## src/rtl/conv_window_gen.sv

```systemverilog
`default_nettype none
// ============================================================================
//  Module   : conv_window_gen
//  Purpose  : Streaming NxN window generator. Accepts a raster-order pixel
//             stream and emits every fully populated NxN window in the packed
//             layout consumed by the dot-product stage
//             (element e = r*N + c at bits [e*BitSize +: BitSize];
//             r = 0 is the oldest row and c = N-1 is the newest pixel).
//  Ports    : clk        - rising-edge clock
//             reset      - synchronous active-high reset
//             in_valid   - in_data carries a pixel
//             in_ready   - pixel can be accepted this cycle
//             in_data    - pixel, row-major raster order
//             out_valid  - out_window carries a complete window
//             out_ready  - downstream takes the window this cycle
//             out_window - packed NxN window
//             out_last   - final window of the frame (qualified by out_valid)
//  Revision : 1.0 - initial release
// ============================================================================
module conv_window_gen #(
  parameter int N           = 3,
  parameter int BitSize     = 8,
  parameter int ImageWidth  = 28,
  parameter int ImageHeight = 28
) (
  input  logic                      clk,
  input  logic                      reset,
  input  logic                      in_valid,
  output logic                      in_ready,
  input  logic [BitSize-1:0]        in_data,
  output logic                      out_valid,
  input  logic                      out_ready,
  output logic [BitSize*N*N-1:0]    out_window,
  output logic                      out_last
);

  localparam int COL_W = (ImageWidth  > 1) ? $clog2(ImageWidth)  : 1;
  localparam int ROW_W = (ImageHeight > 1) ? $clog2(ImageHeight) : 1;

  localparam logic [COL_W-1:0] COL_LAST = COL_W'(ImageWidth - 1);
  localparam logic [ROW_W-1:0] ROW_LAST = ROW_W'(ImageHeight - 1);
  localparam logic [COL_W-1:0] COL_MIN  = COL_W'(N - 1);
  localparam logic [ROW_W-1:0] ROW_MIN  = ROW_W'(N - 1);

  logic [COL_W-1:0]   col_q, col_d;
  logic [ROW_W-1:0]   row_q, row_d;
  logic               out_valid_q;
  logic               out_last_q;

  // lb_q[0] holds the oldest buffered row, lb_q[N-2] the row just above the
  // one currently streaming in.
  logic [BitSize-1:0] lb_q  [N-1][ImageWidth];
  logic [BitSize-1:0] win_q [N][N];

  logic               accept;
  logic               qualify;
  logic               frame_end;

  // Backpressure only ever comes from a held, untaken window.
  assign in_ready  = !out_valid_q || out_ready;
  assign accept    = in_valid && in_ready;

  // Gating on the current pixel position keeps windows that would straddle a
  // row or frame boundary from ever being flagged valid.
  assign qualify   = (row_q >= ROW_MIN) && (col_q >= COL_MIN);
  assign frame_end = (row_q == ROW_LAST) && (col_q == COL_LAST);

  always_comb begin
    col_d = col_q;
    row_d = row_q;
    if (col_q == COL_LAST) begin
      col_d = '0;
      row_d = (row_q == ROW_LAST) ? '0 : row_q + 1'b1;
    end else begin
      col_d = col_q + 1'b1;
    end
  end

  always_ff @(posedge clk) begin
    if (reset) begin
      row_q       <= '0;
      col_q       <= '0;
      out_valid_q <= 1'b0;
      out_last_q  <= 1'b0;
      for (int r = 0; r < N; r++) begin
        for (int c = 0; c < N; c++) begin
          win_q[r][c] <= '0;
        end
      end
      for (int k = 0; k < N - 1; k++) begin
        for (int x = 0; x < ImageWidth; x++) begin
          lb_q[k][x] <= '0;
        end
      end
    end else if (accept) begin
      row_q       <= row_d;
      col_q       <= col_d;
      out_valid_q <= qualify;
      out_last_q  <= qualify && frame_end;

      // Slide the window one column left.
      for (int r = 0; r < N; r++) begin
        for (int c = 0; c < N - 1; c++) begin
          win_q[r][c] <= win_q[r][c+1];
        end
      end
      // New right-hand column: buffered rows above, then the incoming pixel.
      for (int r = 0; r < N - 1; r++) begin
        win_q[r][N-1] <= lb_q[r][col_q];
      end
      win_q[N-1][N-1] <= in_data;

      // Age this column of the line buffers by one row.
      for (int k = 0; k < N - 2; k++) begin
        lb_q[k][col_q] <= lb_q[k+1][col_q];
      end
      lb_q[N-2][col_q] <= in_data;
    end else if (out_ready) begin
      out_valid_q <= 1'b0;
      out_last_q  <= 1'b0;
    end
  end

  generate
    for (genvar gr = 0; gr < N; gr++) begin : g_row
      for (genvar gc = 0; gc < N; gc++) begin : g_col
        assign out_window[(gr*N + gc)*BitSize +: BitSize] = win_q[gr][gc];
      end
    end
  endgenerate

  assign out_valid = out_valid_q;
  assign out_last  = out_last_q;

endmodule
`default_nettype wire

```

## config.mk

```make
export PLATFORM = sky130hd
export DESIGN_NAME = conv_window_gen
export DESIGN_NICKNAME = d
export VERILOG_FILES = /design/src/rtl/conv_window_gen.sv
export SDC_FILE = /design/constraint.sdc
export NUM_CORES = 1
export LEC_CHECK = 0
export CELL_PAD_IN_SITES_DETAIL_PLACEMENT = 1
export CELL_PAD_IN_SITES_GLOBAL_PLACEMENT = 1
export CORE_UTILIZATION = 50
export CTS_CLUSTER_SIZE = 24
export DETAILED_ROUTE_END_ITERATION = 7
export PLACE_DENSITY = 0.75
export REMOVE_ABC_BUFFERS = 1
export SYNTH_ARGS = -nofsm -noshare
export SYNTH_HDL_FRONTEND = slang
export SYNTH_SLANG_ARGS = --single-unit
```

## constraint.sdc

```tcl
create_clock -name clk -period 4.24 [get_ports clk]
set_input_delay 0.636 -clock clk [delete_from_list [all_inputs] [get_ports clk]]
set_output_delay 0.636 -clock clk [all_outputs]
set_load 0.1 [all_outputs]
```

==> metrics.yaml <==
dp_hpwl_um: 48000
setup_viol: 0
ios: 87
worst_pin_slew_ns: 1.32
dieArea_mm2: 0.0488
rsz0062_at_grt: "false"
wl_met1_um: 28000
fin_ws_ns: 0.716
worstPathRequired_ns: 4.48
routedWlPerCell_um: 31.2
period_share_pct: 83.1
synth_cells: 1648
synth_cell_type_count: 52
route.met2.wl_um: 36200
cts-resized-gates: 0
die_y_um: 221
cp_max_fo: 43
vdd_drop_max_mv: 0.389
slew_viol_final: 0
cp.arrival_ns: 3.77
grt_pass1_vias: 16168
netlist_area_mm2: 0.0240
std_cell_rows: 79
post_cts_buffers: 0
hold_path_class: "flop to flop"
clockBufferDepth: 3
wl_met3_um: 6830
syn_avg_cell_area_um2: 14.5
die_w_um: 221
vias: 15427
grt.overflow.total: 0
htree_levels: 2
p_per_area_mw_per_mm2: 450
holdWs_ns: 0.503
grt_pass1_wl_um: 109000
period_minus_slack_ns: 3.52
firstDrtPassIters: 5
viasPerCell: 6.51
track_usage_pct: 30.5
critical_path_class: "flop to flop"
hold_viol_final: 0
area_growth_syn_to_layout_pct: 14.5
wl_um: 74000
crit_path_end_kind: "flop"
antenna_found_initial: 3
antenna_left: 0
mostFrequentLayoutCells: "edfxtp_1, and2_1, a21oi_1, a31oi_1, clkdlybuf4s50_1"
p_leak_nw: 9.75
final_layout_size_suffix_gt1_share_pct: 15.8
cap_viol_max_count: 0
power_mw: 12.4
outcome: "complete, no violations"
initial_core_util_pct: 51.1
place.gp.congestion: 0.894
postSynth.asyncResetShare_pct: 0
max_freq_mhz: 284
max_slew_margin_pct: 11.5
grt_max_degree: 80
insertion_delay_ns: 0.62
io_buffers: 86
ys_ff_latch: 532
ys.flop_type: "edfxtp_1"
fin_skew_ns: 0.0108
cp-start-kind: "flop"
path_clk_slew_ns: 0.06
cts_made_buffers: 57
root_buffer: "clkbuf_16"
n_fill_cell: 4390
fp.coreArea_mm2: 0.0470
final_common_cell: "edfxtp_1"
place_ws_ns: 0.587
yosysWarnings: 0
highest_layer: "met5"
drc: 0
nNetsFinal: 1735
synth_edf_count: 520
hold_buffers: 0
cts_tree: "yes"
fin_area_mm2: 0.0275
ys_seq_area_share_pct: 66.1
drtIter0Drc: 1853
cts.sinks: 532
dpl_cell_area_mm2: 0.0256
==> kinds of logic after synthesis <==
logic type,synth area share [%]
AO/OA/AOI/OAI,7.73
XOR/XNOR,0.183
adder cells (fa/ha/maj),0.313
buffers and inverters,3.36
flip-flops,66.1
multiplexers,10.5
AND/OR/NAND/NOR,11.8
==> cell usage after synthesis (3+ instances only) <==
master | count | area, um2
nand2b_1 | 4 | 25.0
nand2_1 | 50 | 188
nor3_1 | 12 | 60.1
a21oi_1 | 124 | 621
mux2i_1 | 69 | 691
o22ai_1 | 15 | 93.8
a22o_1 | 15 | 131
a22oi_1 | 27 | 203
mux2_2 | 4 | 45.0
inv_1 | 7 | 26.3
xor2_1 | 3 | 26.3
buf_6 | 6 | 67.6
or3_1 | 7 | 43.8
buf_4 | 14 | 105
a211oi_1 | 3 | 22.5
ha_1 | 6 | 75.1
nand4_1 | 6 | 37.5
and3b_1 | 3 | 26.3
clkbuf_1 | 93 | 349
nor2_1 | 39 | 146
nor3b_1 | 3 | 22.5
edfxtp_1 | 520 | 15600
a31oi_1 | 97 | 607
and2_1 | 229 | 1430
mux4_1 | 4 | 105
and3_1 | 68 | 425
mux4_2 | 74 | 1670
nor2_2 | 10 | 62.6
dfxtp_1 | 12 | 240
nor2b_1 | 15 | 93.8
buf_2 | 47 | 235
a2111oi_4 | 3 | 82.6
and2_0 | 5 | 31.3
nand3_1 | 24 | 120
a221oi_1 | 6 | 52.6
==> through the flow <==
step	cells	TNS [ns]	util, %
after global placement	2265	0	54.5
after floorplan	1485	-1902.13	-
final	2371	0	58.5
after detailed placement	2265	0	54.5
after CTS	2369	0	58.5
after global routing	2369	0	58.5
==> registers in the layout, summed over array words and instances (netlist names) <==
signal and cells:
row_q 5, col_q 5, lb_q 448, out_valid 1, out_last 1, win_q 72
==> worst max-delay path, stage by stage, from the launching register on <==
cell and delay (ns):
dfxtp_4 0.83, ha_1 0.30, buf_4 0.24, nor2b_1 0.59, nand2_1 0.41, nand2_1 0.74
==> power breakdown <==
group          switching (mW)  internal [mW]
Sequential             0.0952           5.98
Clock                    2.06           2.94
Combinational           0.954          0.343
==> layer usage <==
metal,up-vias,track usage [%]
met3,178,6.12
met5,-,0
met4,2,11.5
li1,6476,-
met1,7915,39.9
met2,856,50.7
==> area by class of cell <==
class	count	area (um2)	share of cell area, %
Inverter	7	26.3	0.0957
Multi-Input combinational cell	946	7390	26.9
Clock buffer	80	1620	5.88
Antenna cell	2	5.00	0.0182
Sequential cell	532	15900	57.8
Clock inverter	24	238	0.866
Timing Repair Buffer	173	1560	5.69
Tap cell	607	759	2.77
==> final timing paths <==
check / startpoint / endpoint / slack [ns] / cells past startpoint
setup / recovery: col_q[0]$_SDFFE_PP0P_ / lb_q[0][177]$_SDFFCE_PN0P_ / 0.72 / 5
setup reg to reg: col_q[0]$_SDFFE_PP0P_ / lb_q[0][177]$_SDFFCE_PN0P_ / 0.72 / 5
hold / removal: out_last$_SDFFE_PP0P_ / out_last$_SDFFE_PP0P_ / 0.50 / 2
hold reg to reg: out_last$_SDFFE_PP0P_ / out_last$_SDFFE_PP0P_ / 0.50 / 2
Power figures use the tool's default switching activity.
